==> src/rtl/frac_div_pkg.sv <==
// Shared definitions for the fractional-divider measurement blocks.
// Contents: FSM state encoding, parameter defaults, ceil-log2 helper.
// No ports.
package frac_div_pkg;

  typedef enum logic [1:0] {
    IDLE = 2'd0,
    ARM  = 2'd1,
    MEAS = 2'd2,
    DONE = 2'd3
  } state_t;

  localparam int DEF_WINDOW      = 2;
  localparam int DEF_CNT_W       = 16;
  localparam int DEF_TIMEOUT_CYC = 4096;

  // Ceiling log2: bits needed to hold values 0..value-1.
  function automatic int int_log2(input int value);
    int r;
    r = 0;
    for (int i = 0; i < 31; i++) begin
      if ((1 << i) < value) r = i + 1;
    end
    return r;
  endfunction

endpackage

==> src/rtl/sig_edge_sync.sv <==
// Brings an asynchronous clock-under-test into CLK_in and flags its rising edges.
// Ports: CLK_in/RST (async active-low) clock and reset, D raw input,
//        EDGE one-cycle pulse per rising edge of D (3 flops from pin to pulse).
module sig_edge_sync
  import frac_div_pkg::*;
(
  input  logic CLK_in,
  input  logic RST,
  input  logic D,
  output logic EDGE
);

  logic sync_q1;
  logic sync_q2;
  logic sync_q3;

  // q1/q2 form the metastability synchronizer; q3 is the delayed copy for edge detect.
  always_ff @(posedge CLK_in or negedge RST) begin
    if (!RST) begin
      sync_q1 <= 1'b0;
      sync_q2 <= 1'b0;
      sync_q3 <= 1'b0;
    end else begin
      sync_q1 <= D;
      sync_q2 <= sync_q1;
      sync_q3 <= sync_q2;
    end
  end

  assign EDGE = sync_q2 & ~sync_q3;

endmodule

==> src/rtl/frac_ratio_meter.sv <==
// Measures CLK_in cycles over WINDOW periods of SIG_in (total, min and max period).
// Ports: CLK_in/RST clock and async active-low reset; START begins a run; SIG_in clock under test;
//        BUSY run active; VALID one-cycle result strobe; TOTAL/PMIN/PMAX results; TIMEOUT_ERR abort flag;
//        SPREAD/FRAC_ERR jitter results, live only when FRAC_RATIO_METER_JITTER_EN is defined (else 0).
module frac_ratio_meter
  import frac_div_pkg::*;
#(
  parameter int WINDOW      = DEF_WINDOW,
  parameter int CNT_W       = DEF_CNT_W,
  parameter int TIMEOUT_CYC = DEF_TIMEOUT_CYC
) (
  input  logic             CLK_in,
  input  logic             RST,
  input  logic             START,
  input  logic             SIG_in,
  output logic             BUSY,
  output logic             VALID,
  output logic [CNT_W-1:0] TOTAL,
  output logic [CNT_W-1:0] PMIN,
  output logic [CNT_W-1:0] PMAX,
  output logic             TIMEOUT_ERR,
  output logic [CNT_W-1:0] SPREAD,
  output logic             FRAC_ERR
);

  localparam int EC_W  = int_log2(WINDOW + 1);
  localparam int TMR_W = (int_log2(TIMEOUT_CYC) < 1) ? 1 : int_log2(TIMEOUT_CYC);

  state_t           state_q, state_d;
  logic             edge_det;
  logic [CNT_W-1:0] pcnt_q, total_q, min_q, max_q;
  logic [EC_W-1:0]  ecnt_q;
  logic [TMR_W-1:0] timer_q;

  logic             timer_exp, last_edge, finish_ok, finish_abort;
  logic [CNT_W:0]   sum_full;
  logic [CNT_W-1:0] new_total, new_min, new_max;

  sig_edge_sync u_sync (
    .CLK_in (CLK_in),
    .RST    (RST),
    .D      (SIG_in),
    .EDGE   (edge_det)
  );

  // Values the internal registers take if the current cycle closes a period.
  assign sum_full  = {1'b0, total_q} + {1'b0, pcnt_q};
  assign new_total = sum_full[CNT_W] ? '1 : sum_full[CNT_W-1:0];
  assign new_min   = (pcnt_q < min_q) ? pcnt_q : min_q;
  assign new_max   = (pcnt_q > max_q) ? pcnt_q : max_q;
  assign timer_exp = (timer_q == TMR_W'(TIMEOUT_CYC - 1));
  assign last_edge = (ecnt_q == EC_W'(WINDOW - 1));

  always_ff @(posedge CLK_in or negedge RST) begin
    if (!RST) state_q <= IDLE;
    else      state_q <= state_d;
  end

  always_comb begin
    state_d      = state_q;
    finish_ok    = 1'b0;
    finish_abort = 1'b0;
    case (state_q)
      IDLE: if (START) state_d = ARM;
      ARM: begin
        if (edge_det) state_d = MEAS;
        else if (timer_exp) begin
          state_d      = DONE;
          finish_abort = 1'b1;
        end
      end
      MEAS: begin
        if (edge_det) begin
          if (last_edge) begin
            state_d   = DONE;
            finish_ok = 1'b1;
          end
        end else if (timer_exp) begin
          state_d      = DONE;
          finish_abort = 1'b1;
        end
      end
      DONE:    state_d = IDLE;
      default: state_d = IDLE;
    endcase
  end

  assign BUSY  = (state_q != IDLE);
  assign VALID = (state_q == DONE);

  // Measurement datapath.
  always_ff @(posedge CLK_in or negedge RST) begin
    if (!RST) begin
      pcnt_q  <= '0;
      total_q <= '0;
      min_q   <= '0;
      max_q   <= '0;
      ecnt_q  <= '0;
      timer_q <= '0;
    end else begin
      case (state_q)
        IDLE: begin
          if (START) begin
            pcnt_q  <= '0;
            total_q <= '0;
            min_q   <= '1;
            max_q   <= '0;
            ecnt_q  <= '0;
            timer_q <= '0;
          end
        end
        ARM: begin
          if (edge_det) begin
            pcnt_q  <= CNT_W'(1);
            timer_q <= '0;
          end else begin
            timer_q <= timer_q + TMR_W'(1);
          end
        end
        MEAS: begin
          if (edge_det) begin
            total_q <= new_total;
            min_q   <= new_min;
            max_q   <= new_max;
            ecnt_q  <= ecnt_q + EC_W'(1);
            pcnt_q  <= CNT_W'(1);
            timer_q <= '0;
          end else begin
            pcnt_q  <= (pcnt_q == '1) ? pcnt_q : pcnt_q + CNT_W'(1);
            timer_q <= timer_q + TMR_W'(1);
          end
        end
        default: ;
      endcase
    end
  end

  // Results load on the edge entering DONE so they are visible with VALID.
  always_ff @(posedge CLK_in or negedge RST) begin
    if (!RST) begin
      TOTAL       <= '0;
      PMIN        <= '0;
      PMAX        <= '0;
      TIMEOUT_ERR <= 1'b0;
    end else if (finish_ok) begin
      TOTAL       <= new_total;
      PMIN        <= new_min;
      PMAX        <= new_max;
      TIMEOUT_ERR <= 1'b0;
    end else if (finish_abort) begin
      TOTAL       <= '0;
      PMIN        <= '0;
      PMAX        <= '0;
      TIMEOUT_ERR <= 1'b1;
    end
  end

`ifdef FRAC_RATIO_METER_JITTER_EN
  logic [CNT_W-1:0] spread_d;
  assign spread_d = new_max - new_min;

  // A healthy fractional divider only produces N and N+1, so spread above 1 is an error.
  always_ff @(posedge CLK_in or negedge RST) begin
    if (!RST) begin
      SPREAD   <= '0;
      FRAC_ERR <= 1'b0;
    end else if (finish_ok) begin
      SPREAD   <= spread_d;
      FRAC_ERR <= (spread_d > CNT_W'(1));
    end else if (finish_abort) begin
      SPREAD   <= '0;
      FRAC_ERR <= 1'b0;
    end
  end
`else
  assign SPREAD   = '0;
  assign FRAC_ERR = 1'b0;
`endif

endmodule
==> config.mk <==
export PLATFORM = sky130hd
export DESIGN_NAME = frac_ratio_meter
export DESIGN_NICKNAME = d
export VERILOG_FILES = /design/src/rtl/frac_div_pkg.sv /design/src/rtl/sig_edge_sync.sv /design/src/rtl/frac_ratio_meter.sv
export SDC_FILE = /design/constraint.sdc
export NUM_CORES = 1
export LEC_CHECK = 0
export BUFFER_PORTS_ARGS = -buffer_cell sky130_fd_sc_hd__buf_2
export CORE_MARGIN = 2
export CORE_UTILIZATION = 51
export CTS_CLUSTER_SIZE = 30
export DETAILED_ROUTE_END_ITERATION = 10
export PLACE_DENSITY = 0.77
export SYNTH_ARGS = -nofsm -noshare
export SYNTH_HDL_FRONTEND = slang
export SYNTH_SLANG_ARGS = --single-unit
==> constraint.sdc <==
create_clock -name CLK_in -period 4.3 [get_ports CLK_in]
set_input_delay 0 -clock CLK_in [delete_from_list [all_inputs] [get_ports CLK_in]]
set_output_delay 0 -clock CLK_in [all_outputs]
set_load 0.02 [all_outputs]
Word level (Yosys, flattened, before mapping)
Cells that the tools add are included.
{"block": "classes", "magnitude_cmp": 2, "n_reduce_logical": 11, "bitwise_logic": 2, "addsub": 4, "n_mux": 39, "n_eq_ne": 11}
{"cell": "$mux W16", "n": 15}
{"cell": "$pmux W16 S2", "n": 3}
{"cell": "$pmux W16 S3", "n": 1}
{"cell": "$mux W12", "n": 2}
{"cell": "$pmux W12 S2", "n": 1}
{"cell": "$add A16 B16 Y17", "n": 1}
{"cell": "$add A16 B1 Y16 const B", "n": 1}
{"cell": "$eq A16 B16 Y1 const B", "n": 1}
{"cell": "$gt A16 B16 Y1", "n": 1}
{"cell": "$lt A16 B16 Y1", "n": 1}
{"cell": "$mux W2", "n": 7}
{"cell": "$add A12 B1 Y12 const B", "n": 1}
{"cell": "$eq A12 B12 Y1 const B", "n": 1}
{"cell": "$mux W1", "n": 8}
{"cell": "$pmux W2 S4", "n": 1}
{"cell": "$reduce_bool A2 Y1", "n": 4}
{"cell": "$ne A2 B2 Y1 const B", "n": 3}
{"cell": "$ne A3 B3 Y1 const B", "n": 2}
{"cell": "$eq A2 B1 Y1 const B", "n": 2}
{"cell": "$eq A2 B2 Y1 const B", "n": 2}
{"cell": "$pmux W2 S2", "n": 1}
{"cell": "$reduce_and A2 Y1", "n": 2}
{"cell": "$reduce_and A4 Y1", "n": 1}
{"cell": "$reduce_and A3 Y1", "n": 1}
{"cell": "6 further kinds", "n": 6}
{"block": "word_totals", "wordCells": 83, "reg_bits": 132}

Longest topological paths before layout
{"block": "logic_depth", "depth_word": 6, "ltp_mapped": 11, "mapped_depth_nobuf": 8}

By module
From an unflattened synthesis, not the netlist that was laid out.
{"block": "unflattened", "cells_unflattened": 775, "area_unflattened_um2": 7586.0}
{"module": "frac_ratio_meter", "cells_per_inst": 771, "seq_area_each_um2": 3228.1, "instances": 1, "area_per_inst_um2": 7497.2}
{"module": "sig_edge_sync", "cells_per_inst": 4, "seq_area_each_um2": 75.1, "instances": 1, "area_per_inst_um2": 88.8}

Least setup slack after synthesis
No wires, ideal clock.
{"block": "synth_path", "path_type": "flip-flop to flip-flop", "start": "reg pcnt_q[0]", "end": "reg TOTAL[14]", "n_path_buf": 0, "setup_slack_ns": 1.789, "path_stages_with_launch": 9, "t_arrival_ns": 2.382, "required_time_ns": 4.170, "period_less_slack_ns": 2.511, "path_cell_list": "dfrtp_1 > ha_1 > fa_1 > a211oi_1 > nor2_1 > a31o_1 > or4b_1 > nand3_1 > o21ai_1"}
{"block": "synth_between", "elab_chain_cells": 3}
{"element": "start: declaration", "line": "frac_ratio_meter.sv:31", "rtl": "logic [CNT_W-1:0] pcnt_q, total_q, min_q, max_q;"}
{"element": "start signal: assignment", "line": "frac_ratio_meter.sv:129", "rtl": "pcnt_q <= (pcnt_q == '1) ? pcnt_q : pcnt_q + CNT_W'(1);"}
{"element": "$add A16 B16 Y17", "line": "frac_ratio_meter.sv:47", "rtl": "assign sum_full = {1'b0, total_q} + {1'b0, pcnt_q};"}
{"element": "$mux W16", "line": "frac_ratio_meter.sv:48", "rtl": "assign new_total = sum_full[CNT_W] ? '1 : sum_full[CNT_W-1:0];"}
{"element": "$mux W16", "line": "frac_ratio_meter.sv:145", "rtl": "end else if (finish_ok) begin"}
{"element": "end signal: assignment", "line": "frac_ratio_meter.sv:146", "rtl": "TOTAL <= new_total;"}
{"element": "end: declaration", "line": "frac_ratio_meter.sv:18", "rtl": "output logic [CNT_W-1:0] TOTAL,"}
Every way passes these cells.
A chain may end at the register's enable or synchronous reset.

Worst setup path in the final report
{"block": "layout_path", "start": "reg pcnt_q[1]", "end": "reg max_q[6]"}
{"block": "layout_between", "elab_chain_cells": 4}
{"element": "$gt A16 B16 Y1", "line": "frac_ratio_meter.sv:50", "rtl": "assign new_max = (pcnt_q > max_q) ? pcnt_q : max_q;"}
{"element": "$mux W16", "line": "frac_ratio_meter.sv:50"}
{"element": "$mux W16", "line": "frac_ratio_meter.sv:121", "rtl": "if (edge_det) begin"}
{"element": "$pmux W16 S2", "line": "frac_ratio_meter.sv:101", "rtl": "case (state_q)"}
{"element": "end signal: assignment", "line": "frac_ratio_meter.sv:124", "rtl": "max_q <= new_max;"}
{"element": "end: declaration", "line": "frac_ratio_meter.sv:31"}
Every way passes these cells. The select of a mux whose other input is x is not followed.

==> out/qor.yml <==
yosys:
  yosys_warnings: 0
  synth-async-reset-ratio: 1.00
  syn_area_um2: 7930
  ys_ff_latch: 132
  netlist_instances: 856
  yosysUniqueCellTypes: 58
  syn_avg_cell_area_um2: 9.26
  synth-edff-count: 0
  ys_seq_area_frac: 0.417
  synth_ff_type: "dfrtp_1"
drt:
  drt_pass1_iterations: 5
  vias: 6673
  drc: 0
  first_iter_violations: 551
  drt-total-wl_um: 19700
  routed_via_density: 6.13
  drtAntennaViolNets: 0
  wl_per_cell_um: 18.2
timing:
  clock.fmax_mhz: 334
  slew_viol_final: 0
  min_period_ns: 2.99
  fin_skew_ns: 0.00623
  period_share: 0.696
  setup_tns_ns: 0
  setup_violations: 0
  relSlewSlack: 0.238
  hold_viol: 0
  worst_pin_slew_ns: 1.14
  rsz0062_at_grt: "false"
min_path:
  hp-class: "in2reg"
die:
  die-width_um: 129
  placementRows: 45
  start_util: 0.521
  pin_count: 72
  fp.dieH_um: 129
  core_um2: 15200
  dieArea_um2: 16600
cts:
  cts_tree: "done"
  cts_num_sinks: 132
  cts-root-buf: "clkbuf_16"
  cts_max_path_buffers: 2
  path_clk_slew_ns: 0.06
  htree_levels: 4
  clock_latency_ns: 0.43
  cts_buffers: 17
  post_cts_buffers: 0
global_routing:
  grt_max_degree: 96
  overflow: 0
  antenna_found_initial: 0
  grt_pass1_wl_um: 32300
  grtUsageTotal: 0.249
  grt_pass1_vias: 6364
job:
  cap_violations: 0
setup_path:
  path_cells: "ha_1 > nor2b_2 > o211ai_1 > a2111oi_4 > a2111oi_4 > or3_1 > a32o_1"
  critical_path.max_fanout: 16
  path_buf_inv: 0
  worstSetupEndpointType: "flop"
  cpPeakStageDelay_ns: 0.63
  path_class: "reg2reg"
  startpoint_type: "flop"
  critPathArrivalTime_ns: 3.35
  path_delay_family: "compound AO/OA/AOI/OAI gates"
  crit_top_cell: "a2111oi_4"
  slowest_stage: "dfrtp_1"
  r2r_slack_ns: 1.31
  crit_required_ns: 4.66
layout:
  n_antenna_cell: 0
  area_growth_syn_to_layout_pct: 12.1
  nets: 951
  mostFrequentLayoutCells: "132 x dfrtp_1, 81 x nand2_1, 62 x nor2_1"
  layout-drive-gt1-share: 0.122
  nFillCells: 1315
  layout_commonest_cell: "dfrtp_1"
  fin_util: 0.585
outcome:
  status: "completed"
placement:
  io_buffer_count: 54
  place_congestion: 0.953
  post-dp-hpwl_um: 13000
power_and_ir_drop:
  power.internal_mw: 2.47
  switching_power_mw: 1.09
  p_leak_nw: 4.28
  p_comb_frac: 0.189
  p_clk_frac: 0.423
  peakVddDrop_uv: 314
  power.density_nw_per_um2: 400
  pwr-share-seq: 0.387
  switching_share: 0.305
[sequential cells by signal (all words and copies together) (netlist names)]
signal          cells
u_sync.sync_q1      1
state_q             2
TOTAL              16
total_q            16
ecnt_q              2
TIMEOUT_ERR         1
u_sync.sync_q2      1
u_sync.sync_q3      1
PMAX               16
timer_q            12
min_q              16
max_q              16
PMIN               16
pcnt_q             16
[cell type report]
type                    instances  area [um2]  share of cell area
well taps                     188         235              0.0265
clock inverters                 9         128              0.0144
inverters                      39         146              0.0165
clock buffers                  21         480              0.0541
multi-input cells             630        4200               0.473
repair buffers                 69         394              0.0443
flip-flops and latches        132        3300               0.372
[per-stage QoR]
| step | instances | cell area, um2 | setup slack, ns | hold slack (ns) | total power, mW |
|---|---|---|---|---|---|
| 2_1_floorplan | 872 | 7990 | 1.79 | -0.296 | 1.88 |
| 3_3_place_gp | 1056 | 8260 | 1.46 | 0.108 | 2.04 |
| 3_5_place_dp | 1056 | 8260 | 1.38 | 0.110 | 2.06 |
| 4_1_cts | 1088 | 8890 | 1.36 | 0.134 | 3.57 |
| 5_1_grt | 1088 | 8890 | 1.15 | 0.170 | 3.72 |
| 6_report | 1088 | 8890 | 1.31 | 0.155 | 3.55 |
[per-layer routing]
layer	share of wire	track usage
met1	0.46	0.347
met2	0.46	0.381
met3	0.063	0.0640
met4	0.017	0.0799
met5	0	0
[final timing paths]
kind	from	cells past startpoint	endpoint
worst max-delay path	pcnt_q[1]	7	max_q[6]
worst min-delay path	START	4	state_q[1]
worst max register to register	pcnt_q[1]	7	max_q[6]
worst min register to register	u_sync.sync_q1	0	u_sync.sync_q2
max in group asynchronous	RST	3	TOTAL[8]
min in group asynchronous	RST	2	PMAX[4]
[tightest hold or removal path, cell delays in order]
cell and delay [ns]:
buf_2 0.11, nor2b_1 0.10, nor2_1 0.19, a22oi_1 0.13
[power groups by stage]
| stage | clock network [mW] | logic (mW) | registers [mW] |
|---|---|---|---|
| after floorplan | 0 | 0.496 | 1.39 |
| after global placement | 0 | 0.649 | 1.39 |
| after detailed placement | 0 | 0.664 | 1.40 |
| after CTS | 1.52 | 0.672 | 1.37 |
| after global routing | 1.58 | 0.747 | 1.38 |
| final | 1.50 | 0.673 | 1.38 |
[cell families after synthesis]
family                     share of synthesized area
and+or+nand+nor                                0.175
AOI/OAI and AO/OA                              0.234
DFF                                            0.417
buffers and inverters                         0.0647
adders and majority gates                     0.0925
xor gates and xnor gates                      0.0133
muxes                                        0.00268
other                                       0.000473
[synthesized netlist by cell type (all sizes together) (2+ instances only)]
master   count  area, um2
nor4         2       12.5
buf         31        216
and2        39        244
a41oi        2       17.5
clkbuf      40        150
o21bai       2       15.0
o31ai        7       52.6
or2          2       12.5
a31oi        4       25.0
a21oi       36        180
or4b         2       20.0
nand4       20        131
a221o       31        310
dfrtp      132       3300
nand2b       5       31.3
nand3       36        180
o211ai       7       52.6
or3          3       18.8
and3         6       37.5
xnor2        6       52.6
a211oi      20        150
xor2         6       52.6
inv         39        146
a21boi       2       15.0
nor2b        5       33.8
a21o        12       90.1
nand3b       2       15.0
a32o        16        160
o311a       16        160
o21ai       81        405
a2111oi      4       72.6
or4          3       22.5
nand2       81        304
o21a         2       15.0
nor3         9       55.1
nor2        63        236
and4         3       26.3
ha          57        713
a22oi       11       82.6
[timing repair]
action / in CTS / in global routing
resized for setup: 0 / 0
hold buffers: 2 / 0
hold endpoints to repair: 95 / 0
(Power assumes the default switching activity.)
